$ cat config.mk
export PLATFORM = sky130hd
export DESIGN_NAME = y_run_length_reporter
export DESIGN_NICKNAME = d
export VERILOG_FILES = /design/src/rtl/y_run_length_reporter.sv
export SDC_FILE = /design/constraint.sdc
export NUM_CORES = 1
export LEC_CHECK = 0
export ABC_AREA = 0
export ABC_CLOCK_PERIOD_IN_PS = 4050
export BUFFER_PORTS_ARGS = -buffer_cell sky130_fd_sc_hd__buf_2
export CAP_MARGIN = 20
export CORE_AREA = 4 4 72 74
export CTS_CLUSTER_DIAMETER = 80
export CTS_CLUSTER_SIZE = 8
export DETAILED_ROUTE_END_ITERATION = 12
export DIE_AREA = 0 0 76 78
export GPL_TIMING_DRIVEN = 0
export PLACE_DENSITY = 0.8
export SLEW_MARGIN = 10
export SYNTH_ARGS = -nofsm -noshare
export SYNTH_HDL_FRONTEND = slang
export SYNTH_SLANG_ARGS = --single-unit
$ cat constraint.sdc
create_clock -name clk -period 4.05 [get_ports clk]
set_input_delay 0.81 -clock clk [delete_from_list [all_inputs] [get_ports clk]]
set_output_delay 0.81 -clock clk [all_outputs]
set_load 0.01 [all_outputs]
$ cat src/rtl/y_run_length_reporter.sv
// y_run_length_reporter
// Measures the length of each completed high run of the upstream Y signal,
// queues {length, saturated} records in a small FIFO, and drains them over a
// valid/ready interface. Also reports dropped records and run-in-progress.
module y_run_length_reporter #(
   parameter int LEN_W      = 8,
   parameter int FIFO_DEPTH = 4,
   parameter int DROP_W     = 8
) (
   input  logic                          clk,
   input  logic                          rst_n,
   input  logic                          y_in,
   input  logic                          en,
   input  logic                          rec_ready,
   output logic                          rec_valid,
   output logic [LEN_W-1:0]              rec_len,
   output logic                          rec_sat,
   output logic [$clog2(FIFO_DEPTH):0]   fifo_level,
   output logic [DROP_W-1:0]             drop_cnt,
   output logic                          busy
);

   localparam int PTR_W = $clog2(FIFO_DEPTH);
   localparam int LVL_W = PTR_W + 1;

   typedef enum logic {IDLE, RUN} state_t;

   // Saturating increment helpers for the run-length and drop counters.
   function automatic logic [LEN_W-1:0] sat_inc_len(input logic [LEN_W-1:0] v);
      return (v == {LEN_W{1'b1}}) ? v : v + LEN_W'(1);
   endfunction

   function automatic logic [DROP_W-1:0] sat_inc_drop(input logic [DROP_W-1:0] v);
      return (v == {DROP_W{1'b1}}) ? v : v + DROP_W'(1);
   endfunction

   state_t             state_q, state_d;
   logic [LEN_W-1:0]   run_cnt_q, run_cnt_d;
   logic               sat_q, sat_d;
   logic               push;

   logic [LEN_W:0]     mem [FIFO_DEPTH];
   logic [PTR_W-1:0]   wr_ptr_q, rd_ptr_q;
   logic [LVL_W-1:0]   level_q;
   logic [DROP_W-1:0]  drop_q;
   logic               full, pop, wr_ok, drop;

   // Run FSM register: state, run counter and saturation flag.
   always_ff @(posedge clk or negedge rst_n) begin
      if (!rst_n) begin
         state_q   <= IDLE;
         run_cnt_q <= '0;
         sat_q     <= 1'b0;
      end else begin
         state_q   <= state_d;
         run_cnt_q <= run_cnt_d;
         sat_q     <= sat_d;
      end
   end

   // Run FSM next state: measure a high run, emit a record on the falling sample.
   always_comb begin
      state_d   = state_q;
      run_cnt_d = run_cnt_q;
      sat_d     = sat_q;
      push      = 1'b0;
      if (en) begin
         case (state_q)
            IDLE: begin
               if (y_in) begin
                  state_d   = RUN;
                  run_cnt_d = LEN_W'(1);
                  sat_d     = 1'b0;
               end
            end
            RUN: begin
               if (y_in) begin
                  run_cnt_d = sat_inc_len(run_cnt_q);
                  if (run_cnt_q == {LEN_W{1'b1}}) sat_d = 1'b1;
               end else begin
                  push      = 1'b1;
                  state_d   = IDLE;
                  run_cnt_d = '0;
                  sat_d     = 1'b0;
               end
            end
            default: state_d = IDLE;
         endcase
      end
   end

   // A pop on the same edge frees the slot, so a push into a full FIFO still lands.
   assign full  = (level_q == LVL_W'(FIFO_DEPTH));
   assign pop   = rec_valid && rec_ready;
   assign wr_ok = push && (!full || pop);
   assign drop  = push && full && !pop;

   // Record storage; payload only, so no reset.
   always_ff @(posedge clk) begin
      if (wr_ok) mem[wr_ptr_q] <= {run_cnt_q, sat_q};
   end

   // FIFO pointers, occupancy and saturating drop counter.
   always_ff @(posedge clk or negedge rst_n) begin
      if (!rst_n) begin
         wr_ptr_q <= '0;
         rd_ptr_q <= '0;
         level_q  <= '0;
         drop_q   <= '0;
      end else begin
         if (wr_ok) wr_ptr_q <= wr_ptr_q + PTR_W'(1);
         if (pop)   rd_ptr_q <= rd_ptr_q + PTR_W'(1);
         case ({wr_ok, pop})
            2'b10:   level_q <= level_q + LVL_W'(1);
            2'b01:   level_q <= level_q - LVL_W'(1);
            default: level_q <= level_q;
         endcase
         if (drop) drop_q <= sat_inc_drop(drop_q);
      end
   end

   assign rec_valid  = (level_q != '0);
   assign rec_len    = rec_valid ? mem[rd_ptr_q][LEN_W:1] : '0;
   assign rec_sat    = rec_valid ? mem[rd_ptr_q][0] : 1'b0;
   assign fifo_level = level_q;
   assign drop_cnt   = drop_q;
   assign busy       = (state_q == RUN);

endmodule

Yosys cells after proc, flatten, opt, wreduce, memory -nomap -nowiden. Memories as Yosys holds them, arrays and structs flattened. Cells that the tools add are included.

Add/sub/neg operators: 6. Equality and inequality tests: 8. Mux-type cells: 17. Bitwise gates (word level): 2. Reductions and logical operators: 12.

Operator list (number): two-way mux 8 bit (4); adder 8 x 1 -> 8 bit, second input constant (2); == test 8 bit, second input constant (2); case mux 8 bit (2 select lines) (1); two-way mux 1 bit (10); case mux 3 bit (2 select lines) (1); AND reduction 3 bit (2); adder 2 x 1 -> 2 bit, second input constant (2); logical AND 1 bit (4); adder 3 x 1 -> 3 bit, second input constant (1); == test 3 bit, second input constant (1); inequality test 3 x 2 -> 1 bit, second input constant (1); inequality test 3 bit, second input constant (1); nonzero test 3 bit (1); subtractor 3 x 1 -> 3 bit, second input constant (1); == test 2 x 1 -> 1 bit, second input constant (1); == test 2 bit, second input constant (1); zero test 1 bit (2); inequality test 2 bit, second input constant (1); inverter 1 bit (2); case mux 1 bit (2 select lines) (1); AND reduction 2 bit (1); nonzero test 2 bit (1); logical OR 1 bit (1).

Register bits after elaboration: 25. RAM bits: 36. Input port bits: 5. Memories kept: 1.

Memory list: mem (words 4, width 9, read ports 1, clocked after Yosys merged registers in 0, write ports 1, RTL line 42) `logic [LEN_W:0] mem [FIFO_DEPTH];`.

Depth between registers and ports, before layout. Gate-level depths: netlist of run 1.

Word-level depth: 6. Depth in mapped cells: 7. Depth with buffers taken out: 6.

Worst setup path after synthesis of run 1. Ideal clock, no wire load.

Kind: input -> register. Start: input port y_in. End: register level_q[2] (netlist: fifo_level[2]). Arrival time: 2061 ps. Slack: 1909 ps. Stages: 6. Path buffers: 1. Cells stage by stage: nand3b_1 clkbuf_8 nand2_1 fa_1 o41ai_1 xor2_1.

Longest elaborated chain between the ends: 6. Elaborated cells on any way between the ends: 8. Classes of those cells: 2 x eq/ne; 4 x mux; 2 x reduce/logical.

RTL lines: start: declaration (RTL line 12) `input logic y_in,`; two-way mux 1 bit * (RTL line 77) `if (y_in) begin`; two-way mux 1 bit * (RTL line 68) `case (state_q)`; two-way mux 1 bit * (RTL line 67) `if (en) begin`; logical AND 1 bit * (RTL line 95) `assign wr_ok = push && (!full || pop);`; == test 2 x 1 -> 1 bit or == test 2 bit (tied branches) (RTL line 113) `case ({wr_ok, pop})`; case mux 3 bit (2 select lines) or nonzero test 2 bit (tied branches); end signal: assignment (RTL line 114) `2'b10: level_q <= level_q + LVL_W'(1);`; end signal: assignment (RTL line 115) `2'b01: level_q <= level_q - LVL_W'(1);`; end signal: assignment (RTL line 116) `default: level_q <= level_q;`; end: declaration (RTL line 44) `logic [LVL_W-1:0] level_q;`.

Mark *: on every way between the ends. The rest lies on a longest branch, timed or not. A chain may end at the register's enable or synchronous reset.

Worst setup path after layout of run 1.
Start: register rd_ptr_q[0]. End: output port rec_len[2].

Longest elaborated chain between the ends: 2.

RTL lines: start: declaration (RTL line 43) `logic [PTR_W-1:0] wr_ptr_q, rd_ptr_q;`; start signal: assignment (RTL line 112) `if (pop) rd_ptr_q <= rd_ptr_q + PTR_W'(1);`; memory read (4 x 9 bit); two-way mux 8 bit (RTL line 123) `assign rec_len = rec_valid ? mem[rd_ptr_q][LEN_W:1] : '0;`; end: declaration (RTL line 16) `output logic [LEN_W-1:0] rec_len,`.

No other way between the ends.

==> key figures, run 1 <==
Placement
  • Global placement routability congestion: 0.758
  • IO buf count: 26
  • Inst Count DP: 272
  • DP Wirelength: 2960 um

Power and ir drop
  • Total power: 1770 uW
  • Leakage: 0.00126 uW
  • Peak supply drop: 337 uV
  • PwrDens: 572 nW/um2

STA
  • Worst Hold Slack: 0.475 ns
  • Crit path time final: 2.65 ns
  • Fin. Hold Viols: 0
  • Slew Limit Headroom: 35.3%
  • Slew @ Worst Pin: 0.962 ns
  • Pins Over Slew Limit: 0
  • Final period utilization: 65.5%
  • Setup TNS: 0 ns
  • Clk_skew: 0.0115 ns
  • FMAX: 377 MHz
  • # setup viols final: 0
  • RSZ-0062 raised after global routing: no

Worst setup path
  • Worst EP required: 3.24 ns
  • Crit Path Class: register to output port
  • Critical path startpoint category: register
  • Worst-path maximum fanout: 10
  • Crit. End Element: output port
  • Arr. time, crit path: 1.84 ns

CTS
  • Post-CTS Setup Inserts: 0
  • Clk Latency, worst-skew pair: 0.32 ns
  • Clk root buf: clkbuf_8
  • PostCTS Resize Cnt: 0
  • Clock Sinks: 61
  • CTS tree: done
  • Total CTS buffers: 9
  • Hold_buf cts: 0
  • Max Root-Sink Buffers: 2
  • Clk slew on worst S/H paths: 0.06 ns
  • H-tree depth reported by CTS: 3

Yosys
  • Post-synthesis cell count: 192
  • Yosys cell types: 39
  • Synth Area per Inst: 14.2 um2
  • Most frequent cell after synthesis: edfxtp_1
  • Most area-consuming cells after synthesis: edfxtp_1 (40%), dfrtp_1 (23%), mux4_2 (7.5%)
  • Area leader, netlist: edfxtp_1
  • Mapped Area: 2720 um2
  • Post-synth top cells: edfxtp_1 (36), dfrtp_1 (25), nand2_1 (17), xnor2_1 (12)
  • Top_reg_cell synth: edfxtp_1
  • Post-synth EDFFs: 36
  • Post-synthesis sequential area ratio: 62.8%
  • Seq cells post-synth: 61
  • Top cell type's share of synthesized area: 39.8%
  • Asr flop ratio synth: 41.0%
  • Post-Syn Nets: 204
  • Ys Warns: 0

Die
  • Die area: 5930 um2
  • Die Span X: 76 um
  • Initial core utilization: 59.1%
  • Rows: 25
  • CORE AREA: 4600 um2
  • I/O pins: 27
  • Die H: 78 um

Finish
  • Fin nets: 242
  • Post-route insts no fill: 289
  • # diodes: 0
  • Layout cell share with drive strength beyond 1: 23.0%
  • Area growth from synthesis to layout: 13.8%
  • Fill cells: 327

Flow run
  • Max cap viols: 0

GRT
  • GRT Resource Usage Total: 16.4%
  • GRT overflow: 0
  • Initial antenna violation count: 0
  • Vias in the first global route: 1628
  • First-pass GRT wire length: 7530 um
  • Largest net degree at the start of global routing: 26

Detailed routing
  • Vias per cell: 5.67
  • Routed wire length: 4290 um
  • # DRC: 0
  • DR WL/cell: 14.8 um
  • 1st-iter DRT viols: 124
  • DRT Pass-1 Iters: 4
  • Via count: 1639
  • Post-route ant nets: 0

Status
  • Status: finished, final reports clean

Hold path
  • Class of the worst hold path: input port to async pin
-- metal layers --
metal  GRT usage [%]  share of wire, %
met4            7.83               1.2
met2            25.3                48
met3            4.99               4.7
met5               0                 0
met1            21.3                46
-- kinds of logic (layout without fill, tap and decap cells) --
| group | Yosys count | after routing | share of synthesized area (%) |
|---|---|---|---|
| multiplexers | 11 | 11 | 8.28 |
| adder cells (fa/ha/maj) | 7 | 7 | 3.50 |
| XOR/XNOR | 15 | 15 | 4.83 |
| AND/OR/NAND/NOR | 61 | 61 | 11.8 |
| buffers and inverters | 10 | 53 | 1.79 |
| flip-flops | 61 | 61 | 62.8 |
| AO/OA/AOI/OAI | 27 | 27 | 7.04 |
-- layout by cell type (no fill, tap or decap), drive strengths merged, types with 2 or more instances in the layout --
cell / instances
o221ai: 2
clkbuf: 17
edfxtp: 36
nand3: 7
a21oi: 5
a211o: 2
xnor2: 12
xor2: 3
ha: 6
and3: 3
dfrtp: 25
nor3: 4
nor2b: 9
mux2: 2
and2: 4
inv: 7
nand2: 17
o21ai: 8
nor2: 6
a21o: 3
buf: 28
nand4: 4
mux4: 9
-- through the flow --
stage / instance area (um2) / setup slack (ns) / utilization [%]
finish: 3090 / 1.40 / 67.3
global route: 3090 / 1.26 / 67.3
CTS: 3090 / 1.20 / 67.2
detailed placement: 2920 / 1.54 / 63.4
global placement: 2920 / 1.59 / 63.4
floorplan: 2720 / 1.91 / -
-- sequential cells by signal (all words and copies together) (netlist names) --
signal      count
run_cnt_q       8
busy            1
wr_ptr_q        2
mem            36
fifo_level      3
drop_cnt        8
rd_ptr_q        2
sat_q           1
-- critical path, cell delays in order, from the launching register on --
cell and delay, ns:
dfrtp_1 0.36, buf_2 0.32, mux4_2 0.56, nor2b_1 0.14, buf_2 0.14
-- where the power goes --
part / internal (uW) / leakage, uW / switching, uW / total [uW]
registers: 733 / 0.000665 / 70.5 / 803
logic: 251 / 0.000509 / 259 / 510
clock network: 256 / 0.0000877 / 200 / 455
total: 1240 / 0.00126 / 529 / 1770
-- final timing paths --
path                                     startpoint                       end  slack [ns]  cells past startpoint
setup / recovery            rd_ptr_q[0]$_DFFE_PN0P_                rec_len[2]        1.40                      4
hold / removal                                rst_n   drop_cnt[7]$_DFFE_PN0P_        0.47                      1
setup reg to reg           run_cnt_q[0]$_DFFE_PN0P_  run_cnt_q[0]$_DFFE_PN0P_        1.91                      5
hold reg to reg             drop_cnt[6]$_DFFE_PN0P_   drop_cnt[6]$_DFFE_PN0P_        0.49                      1
max in group asynchronous                     rst_n  run_cnt_q[2]$_DFFE_PN0P_        3.20                      1
min in group clk            drop_cnt[6]$_DFFE_PN0P_   drop_cnt[6]$_DFFE_PN0P_        0.49                      1
-- cell type report --
class / count / area [um2] / share of cell area (%)
Sequential cell: 61 / 1710 / 55.2
Multi-Input combinational cell: 121 / 963 / 31.1
Clock buffer: 15 / 166 / 5.38
Timing Repair Buffer: 27 / 135 / 4.37
Tap cell: 54 / 67.6 / 2.18
Inverter: 7 / 26.3 / 0.850
Buffer: 3 / 22.5 / 0.728
Clock inverter: 1 / 5.00 / 0.162
No activity file was read; power rests on OpenSTA's default activity.
==> run 2, diff against run 1 <==
--- a/config.mk
+++ b/config.mk
@@ -6,16 +6,16 @@
 export NUM_CORES = 1
 export LEC_CHECK = 0
 export ABC_AREA = 0
-export ABC_CLOCK_PERIOD_IN_PS = 4050
+export ABC_CLOCK_PERIOD_IN_PS = 2200
 export BUFFER_PORTS_ARGS = -buffer_cell sky130_fd_sc_hd__buf_2
 export CAP_MARGIN = 20
-export CORE_AREA = 4 4 72 74
+export CORE_AREA = 4 4 78 80
 export CTS_CLUSTER_DIAMETER = 80
 export CTS_CLUSTER_SIZE = 8
 export DETAILED_ROUTE_END_ITERATION = 12
-export DIE_AREA = 0 0 76 78
+export DIE_AREA = 0 0 82 84
 export GPL_TIMING_DRIVEN = 0
-export PLACE_DENSITY = 0.8
+export PLACE_DENSITY = 0.72
 export SLEW_MARGIN = 10
 export SYNTH_ARGS = -nofsm -noshare
 export SYNTH_HDL_FRONTEND = slang
==> constraint.sdc (replaced) <==
create_clock -name clk -period 2.2 [get_ports clk]
set_input_delay 0.44 -clock clk [delete_from_list [all_inputs] [get_ports clk]]
set_output_delay 0.44 -clock clk [all_outputs]
set_load 0.01 [all_outputs]
==> run 2 against run 1 <==
Compared with the run above:
- clock power is 130% higher
- power grew 100%
- largest power group unchanged
- combinational power grew 85%
- register-to-register slack got worse by 1.7 ns
- sequential cell count stayed put
- sequential power increased by 91%
- global-route usage is 1.2 points lower
- via count fell by 0.85%
==> key figures, run 2 (synthesized netlist as in run 1, its figures left out) <==
Worst setup path
  • Worst r2r src: fifo_level[1]$_DFFE_PN0P_
  • Worst Reg-to-Reg Cells: 5
  • Worst path cell trace: buf_12 -> mux4_2 -> nor2b_1 -> buf_2
  • Max incr delay on CP: 0.51 ns
  • Crit. End Element: output port
  • Critical path startpoint category: register
  • Critical path launch point: rd_ptr_q[0]$_DFFE_PN0P_
  • Slowest-stage cell, CP: mux4_2
  • Crit Path Class: register to output port
  • Instance count on the critical path: 4
  • Largest delay share family, worst path: multiplexers
  • RR Endpoint: fifo_level[2]$_DFFE_PN0P_
  • Arr. time, crit path: 1.69 ns
  • Setup slack, reg-to-reg: 0.25 ns
  • Bufs and invs on worst path: 2
  • Worst-path maximum fanout: 10
  • Worst EP required: 1.76 ns
  • Critical Path Sink: rec_len[0]

GRT
  • Largest net degree at the start of global routing: 26
  • GRT Resource Usage Total: 15.3%
  • Initial antenna violation count: 0
  • First-pass GRT wire length: 7730 um
  • GRT overflow: 0
  • Vias in the first global route: 1564

Finish
  • Final Cell Area: 3190 um2
  • Most frequent cells in the layout: edfxtp_1 (36), buf_2 (26), dfrtp_1 (25), nand2_1 (17), xnor2_1 (12)
  • Reg with most FFs: mem
  • Max reg flops: 36
  • Register Area: 1710 um2
  • Layout cell share with drive strength beyond 1: 25.2%
  • Post-route insts no fill: 306
  • Commonest non-fill, non-tap cell in the layout: edfxtp_1
  • Fin nets: 241
  • Area of the multi-input gates: 980 um2
  • Area growth from synthesis to layout: 17.3%
  • # diodes: 0
  • Fill cells: 451

Power and ir drop
  • PwrDens: 1110 nW/um2
  • Combinational Power Share: 26.7%
  • Peak supply drop: 718 uV
  • Power Internal: 2480 uW
  • Sw frac: 29.9%
  • Clock power frac: 29.9%
  • Total power: 3540 uW
  • Net Sw Power: 1060 uW
  • Part of the power in registers: 43.3%
  • Leakage: 0.00129 uW

STA
  • Setup TNS: 0 ns
  • Fin worst setup slack: 0.0728 ns
  • Clk_skew: 0.00814 ns
  • Crit path time final: 2.13 ns
  • Pins Over Slew Limit: 0
  • Fin. Hold Viols: 0
  • Final period utilization: 96.7%
  • FMAX: 470 MHz
  • # setup viols final: 0
  • Slew @ Worst Pin: 0.606 ns
  • Slew Limit Headroom: 59.3%
  • RSZ-0062 raised after global routing: no

CTS
  • Hold_buf cts: 0
  • Clk root buf: clkbuf_8
  • H-tree depth reported by CTS: 3
  • CTS tree: done
  • Clk slew on worst S/H paths: 0.07 ns
  • Clock Sinks: 61
  • Max Root-Sink Buffers: 2
  • Clk Latency, worst-skew pair: 0.33 ns
  • Total CTS buffers: 9

Detailed routing
  • 1st-iter DRT viols: 50
  • # DRC: 0
  • Via count: 1625
  • Routed wire length: 4480 um
  • Vias per cell: 5.31
  • DR WL/cell: 14.6 um
  • Post-route ant nets: 0
  • DRT Pass-1 Iters: 4

Placement
  • Place WS: 0.0548 ns
  • Global placement routability congestion: 0.734
  • DP Wirelength: 2970 um
  • IO buf count: 26
  • Placed cell area: 2940 um2
  • Inst Count DP: 290

Die
  • Die Span X: 82 um
  • Rows: 27
  • I/O pins: 27
  • Die H: 84 um
  • Initial core utilization: 50.3%
  • Die area: 6890 um2
  • CORE AREA: 5410 um2

Flow run
  • Max cap viols: 0

Status
  • Status: finished, final reports clean

Hold path
  • Class of the worst hold path: input port to async pin
==> run 2: stage by stage <==
step	hold WS, ns	util (%)
finish	0.0930	59.0
global route	0.125	59.0
CTS	0.111	58.7
detailed placement	0.478	54.4
global placement	0.469	54.4
floorplan	0.144	-
==> run 2: layout make-up <==
class	instances	area share, %
flip-flops and latches	61	53.5
multi-input cells	121	30.7
repair buffers	27	4.32
clock buffers	9	3.89
clock inverters	7	2.83
well taps	72	2.83
plain buffers	2	1.06
inverters	7	0.824
==> run 2: worst min-delay path by stage <==
stage / endpoint / cells after the start / slack (ns) / startpoint
floorplan: busy$_DFFE_PN0P_ / 0 / 0.14 / rst_n
global placement: fifo_level[0]$_DFFE_PN0P_ / 1 / 0.47 / rst_n
CTS: drop_cnt[6]$_DFFE_PN0P_ / 1 / 0.11 / rst_n
global route: drop_cnt[6]$_DFFE_PN0P_ / 1 / 0.13 / rst_n
detailed placement: fifo_level[0]$_DFFE_PN0P_ / 1 / 0.48 / rst_n
finish: rd_ptr_q[0]$_DFFE_PN0P_ / 1 / 0.09 / rst_n
==> run 2: routing by layer <==
metal | vias up | global-route usage [%] | part of all wire (%)
met5 | - | 0 | 0
met4 | 0 | 6.80 | 1.4
met3 | 6 | 5.18 | 3.7
met2 | 26 | 21.5 | 48
met1 | 804 | 21.2 | 47
li1 | 789 | - | -
==> run 2: power groups by stage <==
stage	clock (uW)	combinational, uW	sequential, uW
5_1_grt	1140	1070	1550
3_5_place_dp	0	958	1500
2_1_floorplan	0	654	1490
3_3_place_gp	0	937	1490
4_1_cts	1080	941	1530
6_report	1060	946	1530
==> run 2: what timing repair did <==
action | CTS | global route
buffers inserted | 0 | 1
hold endpoints to repair | 0 | 0
setup endpoints to repair | 10 | 15
gates cloned | 0 | 0
resized for setup | 5 | 2
